**src/rtl/clkgen_pkg.sv**
```systemverilog
// clkgen_pkg: shared state encoding and constants for the duty-cycle clock generator
package clkgen_pkg;
    typedef enum logic [1:0] {IDLE = 2'b00, HIGH = 2'b01, LOW = 2'b10} state_t;
    localparam int DEF_CNT_W = 8;
    localparam int DEF_PCNT_W = 16;
    localparam int MIN_PHASE = 1;
endpackage

```
**src/rtl/duty_cycle_clkgen_ctrl_if.sv**
```systemverilog
// duty_cycle_clkgen_ctrl_if: configuration handshake between the config layer and the clock generator
interface duty_cycle_clkgen_ctrl_if import clkgen_pkg::*; #(parameter int CNT_W = DEF_CNT_W);
    logic cfg_valid;
    logic cfg_ready;
    logic cfg_err;
    logic [CNT_W-1:0] cfg_high;
    logic [CNT_W-1:0] cfg_low;
    modport master (output cfg_valid, cfg_high, cfg_low, input cfg_ready, cfg_err);
    modport slave (input cfg_valid, cfg_high, cfg_low, output cfg_ready, cfg_err);
endinterface

```
**src/rtl/clkgen_cfg_shadow.sv**
```systemverilog
// clkgen_cfg_shadow: accepts and validates a new phase configuration and holds it until a period boundary
module clkgen_cfg_shadow import clkgen_pkg::*; #(
    parameter int CNT_W = DEF_CNT_W
) (
    input  logic clk,
    input  logic rst_n,
    input  logic apply_ok,
    duty_cycle_clkgen_ctrl_if.slave cfg,
    output logic apply,
    output logic [CNT_W-1:0] pend_high,
    output logic [CNT_W-1:0] pend_low
);
    logic pending, xfer, zero;
    always_comb begin
        xfer = cfg.cfg_valid && cfg.cfg_ready;
        zero = cfg.cfg_high < CNT_W'(MIN_PHASE) || cfg.cfg_low < CNT_W'(MIN_PHASE);
        apply = pending && apply_ok;
    end
    always_ff @(posedge clk) begin
        if (!rst_n) begin
            pending <= 1'b0;
            cfg.cfg_ready <= 1'b1;
            cfg.cfg_err <= 1'b0;
            pend_high <= '0;
            pend_low <= '0;
        end else begin
            cfg.cfg_err <= xfer && zero;
            if (apply) begin
                pending <= 1'b0;
                cfg.cfg_ready <= 1'b1;
            end else if (xfer && !zero) begin
                pending <= 1'b1;
                cfg.cfg_ready <= 1'b0;
                pend_high <= cfg.cfg_high;
                pend_low <= cfg.cfg_low;
            end
        end
    end
endmodule

```
**src/rtl/duty_cycle_clkgen_ctrl.sv**
```systemverilog
// duty_cycle_clkgen_ctrl: divides clk into clk_out with programmable HIGH/LOW phase lengths, glitch-free reconfiguration
module duty_cycle_clkgen_ctrl import clkgen_pkg::*; #(
    parameter int CNT_W = DEF_CNT_W,
    parameter int DEF_HIGH = 6,
    parameter int DEF_LOW = 4,
    parameter int PCNT_W = DEF_PCNT_W
) (
    input  logic clk,
    input  logic rst_n,
    input  logic en,
    duty_cycle_clkgen_ctrl_if.slave cfg,
    output logic clk_out,
    output logic rise_pulse,
    output logic fall_pulse,
    output logic busy,
    output logic [PCNT_W-1:0] period_cnt
);
    state_t state, state_nx;
    logic [CNT_W-1:0] ph_cnt, ph_nx, act_high, act_low, pend_high, pend_low;
    logic hi_done, boundary, apply;
    always_comb begin
        hi_done = state == HIGH && ph_cnt == act_high;
        boundary = state == LOW && ph_cnt == act_low;
        state_nx = (state == IDLE || boundary) ? (en ? HIGH : IDLE) : hi_done ? LOW : state;
        ph_nx = (state_nx != state || state == IDLE) ? CNT_W'(1) : ph_cnt + CNT_W'(1);
    end
    clkgen_cfg_shadow #(.CNT_W(CNT_W)) u_shadow (
        .clk(clk),
        .rst_n(rst_n),
        .apply_ok(state == IDLE || boundary),
        .cfg(cfg),
        .apply(apply),
        .pend_high(pend_high),
        .pend_low(pend_low)
    );
    always_ff @(posedge clk) begin
        if (!rst_n) begin
            state <= IDLE;
            ph_cnt <= '0;
            clk_out <= 1'b0;
            rise_pulse <= 1'b0;
            fall_pulse <= 1'b0;
            busy <= 1'b0;
            period_cnt <= '0;
            act_high <= CNT_W'(DEF_HIGH);
            act_low <= CNT_W'(DEF_LOW);
        end else begin
            state <= state_nx;
            ph_cnt <= ph_nx;
            clk_out <= state_nx == HIGH;
            rise_pulse <= state_nx == HIGH && state != HIGH;
            fall_pulse <= state_nx == LOW && state == HIGH;
            busy <= state_nx != IDLE;
            period_cnt <= period_cnt + PCNT_W'(boundary);
            if (apply) begin
                act_high <= pend_high;
                act_low <= pend_low;
            end
        end
    end
endmodule

```
**src/flat_wrapper.sv**
```systemverilog
// flat-port wrapper written by rule: the top's interface ports become plain ports
module duty_cycle_clkgen_ctrl_flat import clkgen_pkg::*;
#(
    parameter int CNT_W = DEF_CNT_W,
    parameter int DEF_HIGH = 6,
    parameter int DEF_LOW = 4,
    parameter int PCNT_W = DEF_PCNT_W
)
  (clk, rst_n, en, clk_out, rise_pulse, fall_pulse, busy, period_cnt, cfg_cfg_valid, cfg_cfg_high, cfg_cfg_low, cfg_cfg_ready, cfg_cfg_err);
  duty_cycle_clkgen_ctrl_if #(.CNT_W(CNT_W)) cfg_i ();
  input  logic clk;
  input  logic rst_n;
  input  logic en;
  output logic clk_out;
  output logic rise_pulse;
  output logic fall_pulse;
  output logic busy;
  output logic [PCNT_W-1:0] period_cnt;
  input wire logic [$bits(cfg_i.cfg_valid)-1:0] cfg_cfg_valid;
  input wire logic [$bits(cfg_i.cfg_high)-1:0] cfg_cfg_high;
  input wire logic [$bits(cfg_i.cfg_low)-1:0] cfg_cfg_low;
  output wire logic [$bits(cfg_i.cfg_ready)-1:0] cfg_cfg_ready;
  output wire logic [$bits(cfg_i.cfg_err)-1:0] cfg_cfg_err;
  assign cfg_i.cfg_valid = cfg_cfg_valid;
  assign cfg_i.cfg_high = cfg_cfg_high;
  assign cfg_i.cfg_low = cfg_cfg_low;
  assign cfg_cfg_ready = cfg_i.cfg_ready;
  assign cfg_cfg_err = cfg_i.cfg_err;
  duty_cycle_clkgen_ctrl #(.CNT_W(CNT_W), .DEF_HIGH(DEF_HIGH), .DEF_LOW(DEF_LOW), .PCNT_W(PCNT_W)) u_core (.clk(clk), .rst_n(rst_n), .en(en), .cfg(cfg_i), .clk_out(clk_out), .rise_pulse(rise_pulse), .fall_pulse(fall_pulse), .busy(busy), .period_cnt(period_cnt));
endmodule
```
**config.mk**
```make
export PLATFORM = sky130hd
export DESIGN_NAME = duty_cycle_clkgen_ctrl_flat
export DESIGN_NICKNAME = d
export VERILOG_FILES = /design/src/rtl/clkgen_pkg.sv /design/src/rtl/duty_cycle_clkgen_ctrl_if.sv /design/src/rtl/clkgen_cfg_shadow.sv /design/src/rtl/duty_cycle_clkgen_ctrl.sv /design/src/flat_wrapper.sv
export SDC_FILE = /design/constraint.sdc
export NUM_CORES = 1
export LEC_CHECK = 0
export CAP_MARGIN = 20
export CELL_PAD_IN_SITES_DETAIL_PLACEMENT = 1
export CELL_PAD_IN_SITES_GLOBAL_PLACEMENT = 1
export CORE_MARGIN = 2
export CORE_UTILIZATION = 43
export DETAILED_ROUTE_END_ITERATION = 7
export PLACE_DENSITY = 0.84
export REMOVE_ABC_BUFFERS = 1
export SYNTH_ARGS = -nofsm -noshare
export SYNTH_HDL_FRONTEND = slang
export SYNTH_SLANG_ARGS = --single-unit
```
**constraint.sdc**
```tcl
create_clock -name clk -period 5.3 [get_ports clk]
set_clock_uncertainty 0.05 [all_clocks]
set_input_delay 1.325 -clock clk [delete_from_list [all_inputs] [get_ports clk]]
set_output_delay 1.325 -clock clk [all_outputs]
set_load 0.05 [all_outputs]
```
==> key figures <==
Setup path
  • Signal arrival time at the worst endpoint: 1.65 ns
  • Startpoint-to-endpoint class of the critical path: reg2out
  • R2R Path Start: u_core.ph_cnt[0]$_SDFF_PN0_
  • Endpoint of the worst register-to-register path: u_core.period_cnt[10]$_SDFF_PN0_
  • Worst path buffer plus inverter count: 1
  • Worst Setup End Kind: output port
  • Worst Reg2Reg Path Length in Cells: 10
  • Worst stage delay on the critical path: 0.85 ns
  • Critical Path RT: 3.92 ns
  • Worst-path fanout max: 6
  • Critical path's top delay family: buffers and inverters
  • Slowest stage cell on the critical path: sky130_fd_sc_hd__clkdlybuf4s50_1
  • Internal reg-to-reg setup slack: 2.42 ns
  • List of cells traversed by the critical path: clkdlybuf4s50_1
  • Startpoint kind of the worst setup timing path: flip-flop

STA
  • Worst hold slack after final layout: 0.415 ns
  • Setup Total Neg Slack: 0 ns
  • Final worst path period need: 3.02 ns
  • Max-slew headroom: 57.5%
  • Actual transition at the worst max-transition pin: 0.631 ns
  • Post-route fraction of the period consumed by the critical path: 57.1%
  • Count of final hold-check violations: 0
  • Number of slew-limit violations in the final report: 0
  • Final setup violation count: 0
  • Setup repair after global routing missed its margin: no
  • Worst Slack Setup Final: 2.28 ns
  • Fmax: 0.331 GHz

Power
  • LEAKAGE: 1.33 nW
  • Power density cells: 312 mW/mm^2
  • IR Drop Worst-Case VDD: 173 uV

Layout
  • Final cell count without fillers: 412
  • Post-layout nets: 355
  • Number of antenna diodes: 0
  • Share of final-layout standard cells stronger than drive strength 1: 10.1%
  • Synth-to-layout area growth: 23.9%

Synth
  • Leading register cell type out of synthesis: sky130_fd_sc_hd__dfxtp_1
  • Dominant cell by count in the synthesized netlist: sky130_fd_sc_hd__dfxtp_1
  • Ys async rst share: 0%
  • Synthesized netlist cell count: 292
  • Yosys top cell area share: 48.2%
  • Netlist area before placement: 0.00270 sq mm
  • Sequential cell area fraction in the yosys report: 48.2%
  • Library cell occupying the most area in the post-synthesis netlist: sky130_fd_sc_hd__dfxtp_1
  • Number of flops mapped to enable cells by yosys: 0
  • Distinct cell type count of the synthesized netlist: 34
  • Cell types with the highest counts after synthesis: sky130_fd_sc_hd__dfxtp_1 (65), sky130_fd_sc_hd__nand2_1 (45), sky130_fd_sc_hd__nor2_1 (35), sky130_fd_sc_hd__xor2_1 (22), sky130_fd_sc_hd__mux2i_1 (19)
  • Average size of a mapped cell: 9.24 sq um
  • Post-synthesis sequential element count: 65
  • Synth area leaders: sky130_fd_sc_hd__dfxtp_1 (48%), sky130_fd_sc_hd__xor2_1 (7.1%), sky130_fd_sc_hd__mux2i_1 (7.1%)
  • Number of warnings printed during yosys synthesis: 0

Place
  • Cell count after placement: 396
  • Place WS: 1.98 ns
  • Gp weighted congestion: 0.792
  • Port Buffers: 41
  • Half-perimeter wire length after detailed placement: 4.20 mm

Outcome
  • Outcome: finished clean

Clocking
  • Clk slew on worst S/H paths: 0.07 ns
  • CTS Hold Buffers Added: 0
  • Maximum level of the CTS H-tree: 3
  • Number of buffers added by the clock tree synthesis step: 9
  • Worst-Skew Late Latency: 0.35 ns
  • Resize count post-CTS: 0
  • Setup fix buffers added after clock tree synthesis: 0
  • Clock tree from TritonCTS: built
  • Number of buffers between clock root and the deepest sink: 2
  • Clock Sinks: 65
  • Root Buffer: sky130_fd_sc_hd__clkbuf_8

Global routing
  • Number of global-route vias before repair: 2172
  • Largest net degree at the start of global routing: 62
  • Grt ovf: 0
  • First-pass GRT wire length: 10.4 mm
  • Number of antenna violations at the first check in global routing: 0
  • Total routing usage reported by global routing: 18.9%

Detailed routing
  • Starting DRC count in detailed routing: 101
  • Detailed-route wire length per cell: 15.1 um
  • Total wirelength of the detailed-routed design: 6.22 mm
  • DRC errors left: 0
  • Count of vias placed by the detailed router: 2181
  • Count of antenna-violating nets left after detailed routing: 0
  • Initial DRT Pass Iterations: 4
  • Routed via count divided by cell count: 5.29

Floorplanning
  • Die W: 83.2 um
  • Starting density of the core: 45.0%
  • FP Rows: 28
  • IO Pins: 42
  • Area inside the core boundary: 0.00599 sq mm
  • Die outline area: 0.00692 sq mm
  • Die H: 83.2 um

Hold path
  • Hold Crit Class: reg2reg
  • Worst Hold End: u_core.act_low[2]$_SDFFE_PN1P_
  • Min-Delay Startpoint: u_core.u_shadow.pend_low[2]$_SDFFE_PN0P_
  • WHS Path Cells: 2

Flow run
  • Max_cap viols: 0
## placed cells by master, fill, tap and decap left out, drive strengths merged, types with 2 or more instances in the layout
| cell | count |
|---|---|
| nand2 | 45 |
| a21oi | 4 |
| buf | 4 |
| nand3 | 14 |
| mux2i | 19 |
| clkdlybuf4s50 | 40 |
| o21ai | 2 |
| nand4 | 6 |
| xnor2 | 12 |
| nor2b | 2 |
| and2 | 4 |
| nor3 | 2 |
| clkbuf | 11 |
| clkinvlp | 2 |
| ha | 3 |
| nor2 | 35 |
| dfxtp | 65 |
| nor4 | 7 |
| xor2 | 22 |
| and3 | 5 |
| or3 | 3 |
| clkinv | 2 |
| a31o | 14 |
| inv | 2 |
## state kept, by name, indices dropped and copies added (netlist names)
| name | flops |
|---|---|
| u_core.act_high | 8 |
| u_core.act_low | 8 |
| u_core.busy | 1 |
| u_core.clk_out | 1 |
| u_core.fall_pulse | 1 |
| u_core.period_cnt | 16 |
| u_core.ph_cnt | 8 |
| u_core.rise_pulse | 1 |
| u_core.state | 2 |
| u_core.u_shadow.cfg.cfg_err | 1 |
| u_core.u_shadow.cfg.cfg_ready | 1 |
| u_core.u_shadow.pend_high | 8 |
| u_core.u_shadow.pend_low | 8 |
| u_core.u_shadow.pending | 1 |
## power by group
group / switching, mW / total, mW / internal, mW / leakage [nW]
Clock: 0.190 / 0.419 / 0.228 / 0.0953
Sequential: 0.0130 / 0.521 / 0.508 / 0.529
Combinational: 0.0572 / 0.102 / 0.0452 / 0.705
## cell type report
type	instances	area, sq um
clock buffers	11	141
well taps	75	93.8
inverters	2	7.51
multi-input cells	210	1320
clock inverters	5	55.1
repair buffers	44	428
fillers	691	2650
flip-flops and latches	65	1300
## worst register-to-register path: stages (launching register included)
cell	delay, ns
sky130_fd_sc_hd__dfxtp_1	0.51
sky130_fd_sc_hd__xnor2_1	0.19
sky130_fd_sc_hd__nand3_1	0.13
sky130_fd_sc_hd__nor4_1	0.60
sky130_fd_sc_hd__ha_1	0.29
sky130_fd_sc_hd__ha_1	0.20
sky130_fd_sc_hd__nand2_1	0.10
sky130_fd_sc_hd__nor2_1	0.26
sky130_fd_sc_hd__nand4_1	0.16
sky130_fd_sc_hd__xnor2_1	0.14
sky130_fd_sc_hd__and2_1	0.15
## worst max-delay path by stage
stage / endpoint / from / cells past startpoint / slack (ns)
floorplan: u_core.u_shadow.pend_high[0]$_SDFFE_PN0P_ / cfg_cfg_low[5] / 5 / 2.26
global placement: u_core.u_shadow.pend_high[1]$_SDFFE_PN0P_ / cfg_cfg_high[6] / 7 / 2.11
detailed placement: u_core.u_shadow.pend_low[7]$_SDFFE_PN0P_ / cfg_cfg_high[0] / 7 / 1.98
CTS: period_cnt[7] / u_core.period_cnt[7]$_SDFF_PN0_ / 1 / 2.25
global route: u_core.u_shadow.pend_low[7]$_SDFFE_PN0P_ / cfg_cfg_high[0] / 7 / 2.10
finish: period_cnt[7] / u_core.period_cnt[7]$_SDFF_PN0_ / 1 / 2.28
## routing by layer
layer / share of wire [%] / vias up / global-route usage, %
met5: 0 / - / 0
met4: 1.5 / 0 / 6.26
met3: 3.9 / 10 / 5.96
met2: 52 / 39 / 33.6
met1: 43 / 1051 / 21.3
li1: - / 1081 / -
## cells by family (layout without fill, tap and decap cells)
group	Yosys count	count (layout)	synth area share (%)
xor gates and xnor gates	34	34	11.0
and+or+nand+nor	129	129	22.3
DFF	65	65	48.2
AOI/OAI and AO/OA	25	25	7.05
buffers and inverters	17	62	2.97
muxes	19	19	7.05
adders and majority gates	3	3	1.39
## stage by stage
step                utilization, %  cell area (sq um)  total power [mW]
global route                  55.8               3340              1.09
finish                        55.8               3340              1.04
detailed placement            52.5               3150             0.634
CTS                           55.8               3340              1.05
floorplan                        -               2630             0.589
global placement              52.5               3150             0.631
Power figures use the tool's default switching activity.
==> RTL change, RTL diff (same settings) <==
Make the reset (`rst_n`) asynchronous in 2 clocked blocks.
--- a/src/rtl/clkgen_cfg_shadow.sv
+++ b/src/rtl/clkgen_cfg_shadow.sv
@@ -16,7 +16,7 @@
         zero = cfg.cfg_high < CNT_W'(MIN_PHASE) || cfg.cfg_low < CNT_W'(MIN_PHASE);
         apply = pending && apply_ok;
     end
-    always_ff @(posedge clk) begin
+    always_ff @(posedge clk or negedge rst_n) begin
         if (!rst_n) begin
             pending <= 1'b0;
             cfg.cfg_ready <= 1'b1;
--- a/src/rtl/duty_cycle_clkgen_ctrl.sv
+++ b/src/rtl/duty_cycle_clkgen_ctrl.sv
@@ -33,7 +33,7 @@
         .pend_high(pend_high),
         .pend_low(pend_low)
     );
-    always_ff @(posedge clk) begin
+    always_ff @(posedge clk or negedge rst_n) begin
         if (!rst_n) begin
             state <= IDLE;
             ph_cnt <= '0;
Function: differs if rst_n is asserted again (counterexample within 4 cycles, from zero or initial values and one cycle with rst_n low); with rst_n held inactive, the same outputs for 10 cycles.
==> RTL change against the original RTL <==
- global-route usage increased by 3.1 points
- design area rose by 21%
- setup slack got worse by 140 ps
- wire length up 45%
- area after synthesis rose by 26%
- count of clock-buffer cells in the layout is 2 higher
- sequential cell count is the same
- total power is 83% higher
==> RTL change: results (changes against the original RTL) <==
r2r_slack_ps: 2130  # -290 ps
grt_pass1_wl_mm: 14.8  # +42%
seq_area_frac_synth_pct: 47.8  # -0.42 points
fmax_mhz: 316  # -4.5%
synthArstFlopShare_pct: 100  # +100 points
sh_seq_area_pct: 40.4  # +1.4 points
layoutNonFillerInstCount: 457  # +11%
routed_wl_mm: 9.01  # +45%
cp_max_fo: 19  # +13
vias: 2766  # +27%
reg2reg_from: "u_core.ph_cnt[3]"
nClkBuffers: 13  # +2
syn_inst: 317  # +8.6%
gp_congestion: 0.802  # +1.2%
synth_cell_types: 43  # +26%
place_area_sq_um: 3850  # +22%
final-nonclk-buf-share_pct: 10.6  # -2.2 points
crit_type: "flop to flop"
num-multi-input-gates: 227  # +8.1%
r2r_end: "u_core.period_cnt[15]"
nets: 373  # +5.1%
num-nonclk-inverters: 3  # +1
fillerInstances: 835  # +21%
worstHoldPathCells: 1  # -1
netlist_top_cells_area: "dfrtp_1 (45%), xnor2_1 (6.9%), a221o_2 (5.3%)"
nFlopsAndLatches: 65  # unchanged
status: "finished, final reports clean"
yosys-top-cells-count: "dfrtp_1 (61), nand2_1 (28), xnor2_1 (27), nand4_1 (21)"
post-route-cell-area_sq_um: 4040  # +21%
rr_worst_depth: 8  # -2
worstHoldStart: "u_core.period_cnt[15]"
grt_usage_pct: 22.0  # +3.1 points
clock_cell_area_share_pct: 4.55  # -1.3 points
==> RTL change: critical path, stage by stage, from the launching register on <==
cell and delay (ps):
dfrtp_1 460, xnor2_1 310, nand4_2 500, nor3_1 350
ha_1 280, nand2_1 130, nor4_1 640, nand3_1 180
xnor2_1 160
==> RTL change: metal layers <==
metal	global-route usage (%)	wire, um
met1	30.5	4160
met2	34.7	4400
met3	3.06	298
met4	8.95	147
met5	0	0
==> RTL change: power breakdown <==
| group | switching [W] | leakage (nW) | internal (W) |
|---|---|---|---|
| clock network | 0.000193 | 0.0992 | 0.000206 |
| registers | 0.000181 | 0.785 | 0.000660 |
| logic | 0.000352 | 0.710 | 0.000312 |
| total | 0.000726 | 1.59 | 0.00118 |
==> RTL change: cells by family after synthesis <==
logic type	synth area share, %
AOI/OAI and AO/OA	15.2
DFF	47.8
and+or+nand+nor	23.1
adders and majority gates	1.10
buffers and inverters	3.56
xor gates and xnor gates	9.24
